File: src/rtl/seg7_scan_ctrl.sv
// Time-multiplexed seven-segment scan controller with a double-buffered digit load port.
// Define SEG7_SCAN_LZB_EN to enable leading-zero blanking of the upper digit slots.
module seg7_scan_ctrl #(
    parameter int NUM_DIGITS   = 4,
    parameter int SCAN_DIV     = 10000,
    parameter int BLANK_CYCLES = 1
) (
    input  logic                    clk,
    input  logic                    reset,
    input  logic                    enable,
    input  logic                    load_valid,
    output logic                    load_ready,
    input  logic [4*NUM_DIGITS-1:0] load_data,
    output logic [3:0]              seg_bcd,
    input  logic [6:0]              seg_in,
    output logic [6:0]              segments,
    output logic [NUM_DIGITS-1:0]   digit_en,
    output logic                    frame_tick
);
    localparam int IW      = (NUM_DIGITS > 1) ? $clog2(NUM_DIGITS) : 1;
    localparam int CNT_MAX = (SCAN_DIV > BLANK_CYCLES) ? SCAN_DIV : BLANK_CYCLES;
    localparam int CW      = $clog2(CNT_MAX + 1);

    localparam logic [CW-1:0] SCAN_LAST  = CW'(SCAN_DIV - 1);
    localparam logic [CW-1:0] BLANK_LAST = (BLANK_CYCLES > 0) ? CW'(BLANK_CYCLES - 1) : {CW{1'b0}};
    localparam logic [IW-1:0] IDX_LAST   = IW'(NUM_DIGITS - 1);

    localparam logic [1:0] ST_IDLE  = 2'd0;
    localparam logic [1:0] ST_SHOW  = 2'd1;
    localparam logic [1:0] ST_BLANK = 2'd2;

    logic [1:0]              state_r, state_nx_s;
    logic [IW-1:0]           idx_r, idx_nx_s, idx_inc_s;
    logic [CW-1:0]           cnt_r, cnt_nx_s;
    logic [4*NUM_DIGITS-1:0] active_r, pending_r;
    logic                    pend_full_r;
    logic                    commit_s, wrap_s, lit_s;
    logic [3:0]              seg_bcd_s;
    logic [NUM_DIGITS-1:0]   onehot_s;
    logic [6:0]              segments_r;
    logic [NUM_DIGITS-1:0]   digit_en_r;
    logic                    frame_tick_r;

    assign load_ready = ~pend_full_r;
    assign seg_bcd    = seg_bcd_s;
    assign segments   = segments_r;
    assign digit_en   = digit_en_r;
    assign frame_tick = frame_tick_r;

    assign wrap_s    = (idx_r == IDX_LAST);
    assign idx_inc_s = wrap_s ? {IW{1'b0}} : idx_r + IW'(1);

    // Shared-decoder nibble select and one-hot digit enable for the current slot
    always_comb begin
        seg_bcd_s = 4'h0;
        onehot_s  = {NUM_DIGITS{1'b0}};
        for (int i = 0; i < NUM_DIGITS; i++) begin
            onehot_s[i] = (idx_r == IW'(i));
            seg_bcd_s   = (idx_r == IW'(i)) ? active_r[i*4 +: 4] : seg_bcd_s;
        end
    end

`ifdef SEG7_SCAN_LZB_EN
    logic [IW-1:0] msd_s;

    // Slots above the most significant nonzero nibble stay dark; slot 0 always lights
    always_comb begin
        msd_s = {IW{1'b0}};
        for (int i = 1; i < NUM_DIGITS; i++) begin
            msd_s = (active_r[i*4 +: 4] != 4'h0) ? IW'(i) : msd_s;
        end
        lit_s = (idx_r <= msd_s);
    end
`else
    assign lit_s = 1'b1;
`endif

    // Scan sequencing; dropping enable returns to IDLE from any state
    always_comb begin
        state_nx_s = state_r;
        idx_nx_s   = idx_r;
        cnt_nx_s   = cnt_r;
        commit_s   = 1'b0;
        if (!enable) begin
            state_nx_s = ST_IDLE;
            idx_nx_s   = {IW{1'b0}};
            cnt_nx_s   = {CW{1'b0}};
        end else begin
            case (state_r)
                ST_IDLE: begin
                    state_nx_s = ST_SHOW;
                    idx_nx_s   = {IW{1'b0}};
                    cnt_nx_s   = {CW{1'b0}};
                end
                ST_SHOW: begin
                    if (cnt_r == SCAN_LAST) begin
                        cnt_nx_s = {CW{1'b0}};
                        if (BLANK_CYCLES > 0) begin
                            state_nx_s = ST_BLANK;
                        end else begin
                            idx_nx_s = idx_inc_s;
                            commit_s = wrap_s & pend_full_r;
                        end
                    end else begin
                        cnt_nx_s = cnt_r + CW'(1);
                    end
                end
                ST_BLANK: begin
                    if (cnt_r == BLANK_LAST) begin
                        state_nx_s = ST_SHOW;
                        cnt_nx_s   = {CW{1'b0}};
                        idx_nx_s   = idx_inc_s;
                        commit_s   = wrap_s & pend_full_r;
                    end else begin
                        cnt_nx_s = cnt_r + CW'(1);
                    end
                end
                default: begin
                    state_nx_s = ST_IDLE;
                    idx_nx_s   = {IW{1'b0}};
                    cnt_nx_s   = {CW{1'b0}};
                end
            endcase
        end
        commit_s = commit_s | ((state_r == ST_IDLE) & pend_full_r);
    end

    // FSM state, slot index and cycle counter
    always_ff @(posedge clk or posedge reset) begin
        if (reset) begin
            state_r <= ST_IDLE;
            idx_r   <= {IW{1'b0}};
            cnt_r   <= {CW{1'b0}};
        end else begin
            state_r <= state_nx_s;
            idx_r   <= idx_nx_s;
            cnt_r   <= cnt_nx_s;
        end
    end

    // Double buffer: frames only switch at slot-0 entry or while idle, so they never tear
    always_ff @(posedge clk or posedge reset) begin
        if (reset) begin
            active_r    <= {(4*NUM_DIGITS){1'b0}};
            pending_r   <= {(4*NUM_DIGITS){1'b0}};
            pend_full_r <= 1'b0;
        end else if (commit_s) begin
            active_r    <= pending_r;
            pend_full_r <= 1'b0;
        end else if (load_valid && !pend_full_r) begin
            pending_r   <= load_data;
            pend_full_r <= 1'b1;
        end else begin
            pend_full_r <= pend_full_r;
        end
    end

    // Registered pad drive, one cycle behind the scan state
    always_ff @(posedge clk or posedge reset) begin
        if (reset) begin
            segments_r   <= 7'd0;
            digit_en_r   <= {NUM_DIGITS{1'b0}};
            frame_tick_r <= 1'b0;
        end else begin
            if ((state_r == ST_SHOW) && lit_s) begin
                segments_r <= seg_in;
                digit_en_r <= onehot_s;
            end else begin
                segments_r <= 7'd0;
                digit_en_r <= {NUM_DIGITS{1'b0}};
            end
            frame_tick_r <= (state_r == ST_SHOW) && (idx_r == {IW{1'b0}}) && (cnt_r == {CW{1'b0}});
        end
    end

endmodule

File: config.mk
export PLATFORM = sky130hd
export DESIGN_NAME = seg7_scan_ctrl
export DESIGN_NICKNAME = d
export VERILOG_FILES = /design/src/rtl/seg7_scan_ctrl.sv
export SDC_FILE = /design/constraint.sdc
export NUM_CORES = 1
export LEC_CHECK = 0
export CAP_MARGIN = 20
export CORE_MARGIN = 2
export CORE_UTILIZATION = 54
export CTS_CLUSTER_SIZE = 12
export DETAILED_ROUTE_END_ITERATION = 8
export GPL_TIMING_DRIVEN = 0
export HOLD_SLACK_MARGIN = 0.1
export PLACE_DENSITY = 0.79
export SLEW_MARGIN = 40
export SYNTH_ARGS = -nofsm -noshare
export SYNTH_HDL_FRONTEND = slang
export SYNTH_SLANG_ARGS = --single-unit
File: constraint.sdc
create_clock -name clk -period 2.7 [get_ports clk]
set_input_delay 0.54 -clock clk [delete_from_list [all_inputs] [get_ports clk]]
set_output_delay 0.54 -clock clk [all_outputs]
set_load 0.01 [all_outputs]
-- Word-level counts from Yosys, hierarchy flattened
Cells that the tools add are included.
- logic and storage cells: 59
- input bits: 27
- output and inout port bits: 17
- bits in registers: 63
- equality and inequality tests: 9
- add/subtract/negate cells: 2
- bitwise gates (word level): 5
- reductions and logical operators: 11
- multiplexer cells: 23
- operators with widths (kind ; number):
    14-bit two-way mux ; 3
    14-bit one-hot mux with 2 select lines ; 1
    4-bit two-way mux ; 5
    14-bit by 1-bit adder with 14-bit output, second input constant ; 1
    14-bit == test, second input constant ; 1
    14-bit logical NOT ; 1
    2-bit two-way mux ; 6
    7-bit two-way mux ; 1
    2-bit == test, second input constant ; 3
    3-bit inequality test, second input constant ; 2
    2-bit one-hot mux with 3 select lines ; 1
    2-bit AND reduction ; 3
    1-bit two-way mux ; 5
    2-bit by 1-bit == test with 1-bit output, second input constant ; 2
    2-bit logical NOT ; 2
    2-bit one-hot mux with 2 select lines ; 1
    1-bit logical AND ; 3
    2-bit by 1-bit adder with 2-bit output, second input constant ; 1
    1-bit bitwise AND ; 2
    2-bit inequality test, second input constant ; 1
    1-bit NOT ; 2
    2-bit nonzero test ; 1
    1-bit logical NOT ; 1
    1-bit OR ; 1

-- Logic depth before layout (Yosys ltp)
- depth in word-level cells: 8
- gate-level depth with buffers: 7
- depth with buffers taken out: 6

-- Worst setup path after synthesis
Ideal clock, no wire load.
- path kind: reg2out
- start: register idx_r[0]
- end: output seg_bcd[0]
- data arrival time: 1.310 ns
- cell stages (with the launch flop): 5
- required time: 2.160 ns
- path slack: 0.850 ns
- path buffers: 0
- cell sequence: dfrtp_1 > ha_1 > nor2b_1 > a221oi_1 > o31ai_1
- cells in the longest elaborated chain, start to end: 5
- elaborated cells between the ends (all ways): 8
- classes of those cells: eq/ne: 3; mux: 4; reduce/logical: 1
- ends and longest elaborated chain (what ; line ; RTL):
    from (decl) ; 33 ; logic [IW-1:0] idx_r, idx_nx_s, idx_inc_s;
    from (signal assigned) ; 132 ; idx_r <= {IW{1'b0}};
    from (signal assigned) ; 136 ; idx_r <= idx_nx_s;
    2-bit logical NOT ; 59 ; seg_bcd_s = (idx_r == IW'(i)) ? active_r[i*4 +: 4] : seg_bcd_s;
    4-bit two-way mux (3 in series) ; 59 ;
    4-bit two-way mux * ; 59 ;
    to (decl) ; 14 ; output logic [3:0] seg_bcd,
Every way passes the cells marked *; elsewhere a longest branch is shown, timed or not.

-- Worst setup path after layout
- start: register idx_r[0]
- end: output seg_bcd[1]
The elaborated chain is that of the path after synthesis.

==> flow_summary.yaml <==
clock_tree:
  cts_tree: "yes"
  clock-root-buffer: "clkbuf_8"
  h-tree-depth: 3
  cts_buffers: 9
  clock_path_buffers: 2
  cts.sinks: 63
  clk_pin_slew_worst_paths_ps: 60
  clock_latency_ps: 340
sta:
  clock.fmax_mhz: 394
  rsz0062_at_grt: "no"
  hold_violations: 0
  min_period_over_period: 0.939
  clock_skew_ps: 5.04
  maxSlewViolCount: 0
  hold_slack_ps: 487
  post-route-min-period_ps: 2530
  max_slew.worst_pin.slew_ps: 471
  relSlewSlack: 0.686
  setup_viol: 0
place:
  portBuffers: 42
  dp_hpwl_um: 4440
  globalplace.congestion: 0.807
logic_synthesis:
  synthFlopType: "dfrtp_1"
  ys_warn_count: 0
  yosysTopAreaCell: "dfrtp_1"
  syn-num-nets: 338
  syn_inst: 301
  yosys.cell_types.count: 34
  synth-edff-count: 0
  synth_top_area_frac: 0.509
  synth_area_leaders: "dfrtp_1 51%, mux2_2 5.8%, nand2_1 5.5%"
  syn_avg_cell_area_sq_um: 10.3
  ys_seq_area_frac: 0.509
  synth_seq_cells: 63
  synth-async-reset-ratio: 1.00
  syn_area_sq_um: 3100
status:
  run_status: "finished, final reports clean"
worst_hold_path:
  hold_end: "cnt_r[0]"
  min_from: "cnt_r[0]"
  hold_path_depth: 1
  hp-class: "register to register"
final_layout:
  antennaDiodeCount: 0
  area_delta_synth_final_pct: 23.3
  postLayoutCoreUtil: 0.689
  fin_nets: 394
  drive_above_1_share: 0.150
power:
  pwr-share-clk: 0.196
  p_seq_frac: 0.406
  ir_drop_mv: 0.437
  power_density_nw_per_um2: 942
  p_int_mw: 2.33
  power_mw: 3.60
  swShare: 0.351
  power_switching_mw: 1.26
  p_leak_nw: 1.58
  p_comb_frac: 0.397
detailed_routing:
  ant_nets: 0
  firstDrtPassIters: 4
  drc: 0
  routed_wl_um: 6340
  wl_per_cell_um: 14.7
  dr_total_vias: 2330
  drt-initial-drc-count: 181
  viasPerCell: 5.39
floorplan:
  dieHeight_um: 79.7
  io_pins: 44
  start_util: 0.559
  core_sq_um: 5540
  die-area_sq_um: 6360
  rows: 27
  fp.dieW_um: 79.7
critical_path:
  slowest_stage: "dfrtp_1"
  critPathKind: "register to primary output"
  r2r-start: "cnt_r[0]"
  reg2reg_to: "active_r[13]"
  rr_worst_depth: 7
  worstSetupEndpointType: "primary output"
  r2r_slack_ps: 720
  path_buf_inv: 3
  crit_arrival_ps: 1990
  crit_chain: "buf_4 > ha_1 > clkbuf_1 > o31ai_1 > dlygate4sd2_1"
  critical_path_required_ps: 2160
  cp_max_fo: 10
  slowest_delay_ps: 410
  crit_family: "buffers and inverters"
  cp-start-kind: "register"
grt:
  grt_pass1_wl_um: 10800
  track_usage: 0.223
  antenna_found_initial: 0
  grt_pass1_vias: 2250
  grt_max_degree: 39
  overflow: 0
job:
  max-cap-violations: 0
## cell usage after synthesis (2+ instances only)
library cell	count
dfrtp_1	63
nand2_1	45
nor2b_1	22
nor2_1	19
o211ai_1	17
o21ai_0	17
mux2_2	16
inv_1	13
and2_1	11
xnor2_1	11
ha_1	10
clkbuf_1	7
nand3_1	7
o31ai_1	5
a221oi_1	4
buf_2	4
nor3_1	4
nor4_1	4
a41oi_2	2
and4_2	2
buf_6	2
clkbuf_2	2
nand4_1	2
o22ai_1	2
## through the flow
step	cells	TNS (ps)	setup WS, ps	cell area, sq um
floorplan	301	0	590	3100
global placement	415	-30190	-481	3610
CTS	431	0	30.7	3800
detailed placement	416	0	125	3630
global route	432	0	46.5	3820
finish	432	0	165	3820
## worst max path at each step
stage,start,endpoint,slack (ps),depth (start not counted)
3_3_place_gp,reset,pending_r[2],-480,2
5_1_grt,idx_r[1],seg_bcd[1],50,7
3_5_place_dp,idx_r[0],seg_bcd[1],120,5
2_1_floorplan,reset,active_r[0],590,1
4_1_cts,pend_full_r,load_ready,30,4
6_report,idx_r[0],seg_bcd[1],170,5
## power groups by stage
| stage | Clock, mW | Combinational (mW) | Sequential, mW |
|---|---|---|---|
| after floorplan | 0 | 0.978 | 1.44 |
| final | 0.707 | 1.43 | 1.46 |
| after detailed placement | 0 | 1.44 | 1.48 |
| after global placement | 0 | 1.39 | 1.46 |
| after CTS | 0.718 | 1.43 | 1.46 |
| after global routing | 0.768 | 1.60 | 1.50 |
## registers in the layout, indices dropped and copies added (netlist names), 2 cells and up
register / cells
state_r: 2
cnt_r: 14
active_r: 16
idx_r: 2
digit_en: 4
pending_r: 16
segments: 7
## cell usage in the layout (no fill, tap or decap), types with 3 or more instances in the layout
master           instances
clkbuf_8                11
and2_1                  11
dlygate4sd2_1            4
o21ai_0                 17
a221oi_1                 4
buf_2                    4
clkdlybuf4s50_1         38
nor3_1                   4
nor4_1                   4
nand2_1                 45
buf_4                    3
ha_1                     9
nor2_1                  19
clkbuf_1                 8
inv_1                   12
nand3_1                  7
nor2b_1                 21
mux2_2                  16
o211ai_1                17
dfrtp_1                 63
xnor2_1                 11
o31ai_1                  5
## layout make-up
| class | instances | area [sq um] |
|---|---|---|
| flip-flops and latches | 63 | 1580 |
| multi-input cells | 209 | 1400 |
| inverters | 14 | 56.3 |
| well taps | 72 | 90.1 |
| clock buffers | 13 | 159 |
| fillers | 432 | 1720 |
| repair buffers | 46 | 458 |
| plain buffers | 14 | 75.1 |
| clock inverters | 1 | 5.00 |
## logic make-up (layout without fill, tap and decap cells)
| group | after synthesis | in the layout | synth area share |
|---|---|---|---|
| AND/OR/NAND/NOR | 120 | 120 | 0.197 |
| multiplexers | 16 | 16 | 0.0582 |
| AO/OA/AOI/OAI | 51 | 51 | 0.120 |
| buffers and inverters | 29 | 88 | 0.0424 |
| flip-flops | 63 | 63 | 0.509 |
| XOR/XNOR | 12 | 12 | 0.0339 |
| adder cells (fa/ha/maj) | 10 | 10 | 0.0404 |
## layer usage
metal,part of all wire,global-route usage,up-vias
li1,-,-,1137
met3,0.051,0.0441,10
met5,0,0,-
met2,0.47,0.330,56
met4,0.014,0.112,0
met1,0.46,0.312,1127
## worst register-to-register path, delay by kind of cell (launching register included)
family	cells	cell delay, ps
AOI/OAI and AO/OA	2	340
and+or+nand+nor	2	630
buffers and inverters	2	350
DFF	1	410
adders and majority gates	1	140
## timing repair
item / CTS / global route
gates resized for setup: 6 / 2
setup buffers: 1 / 2
cloned: 0 / 0
hold buffers: 0 / 0
endpoints found under the setup margin: 5 / 2
Power figures use the tool's default switching activity.
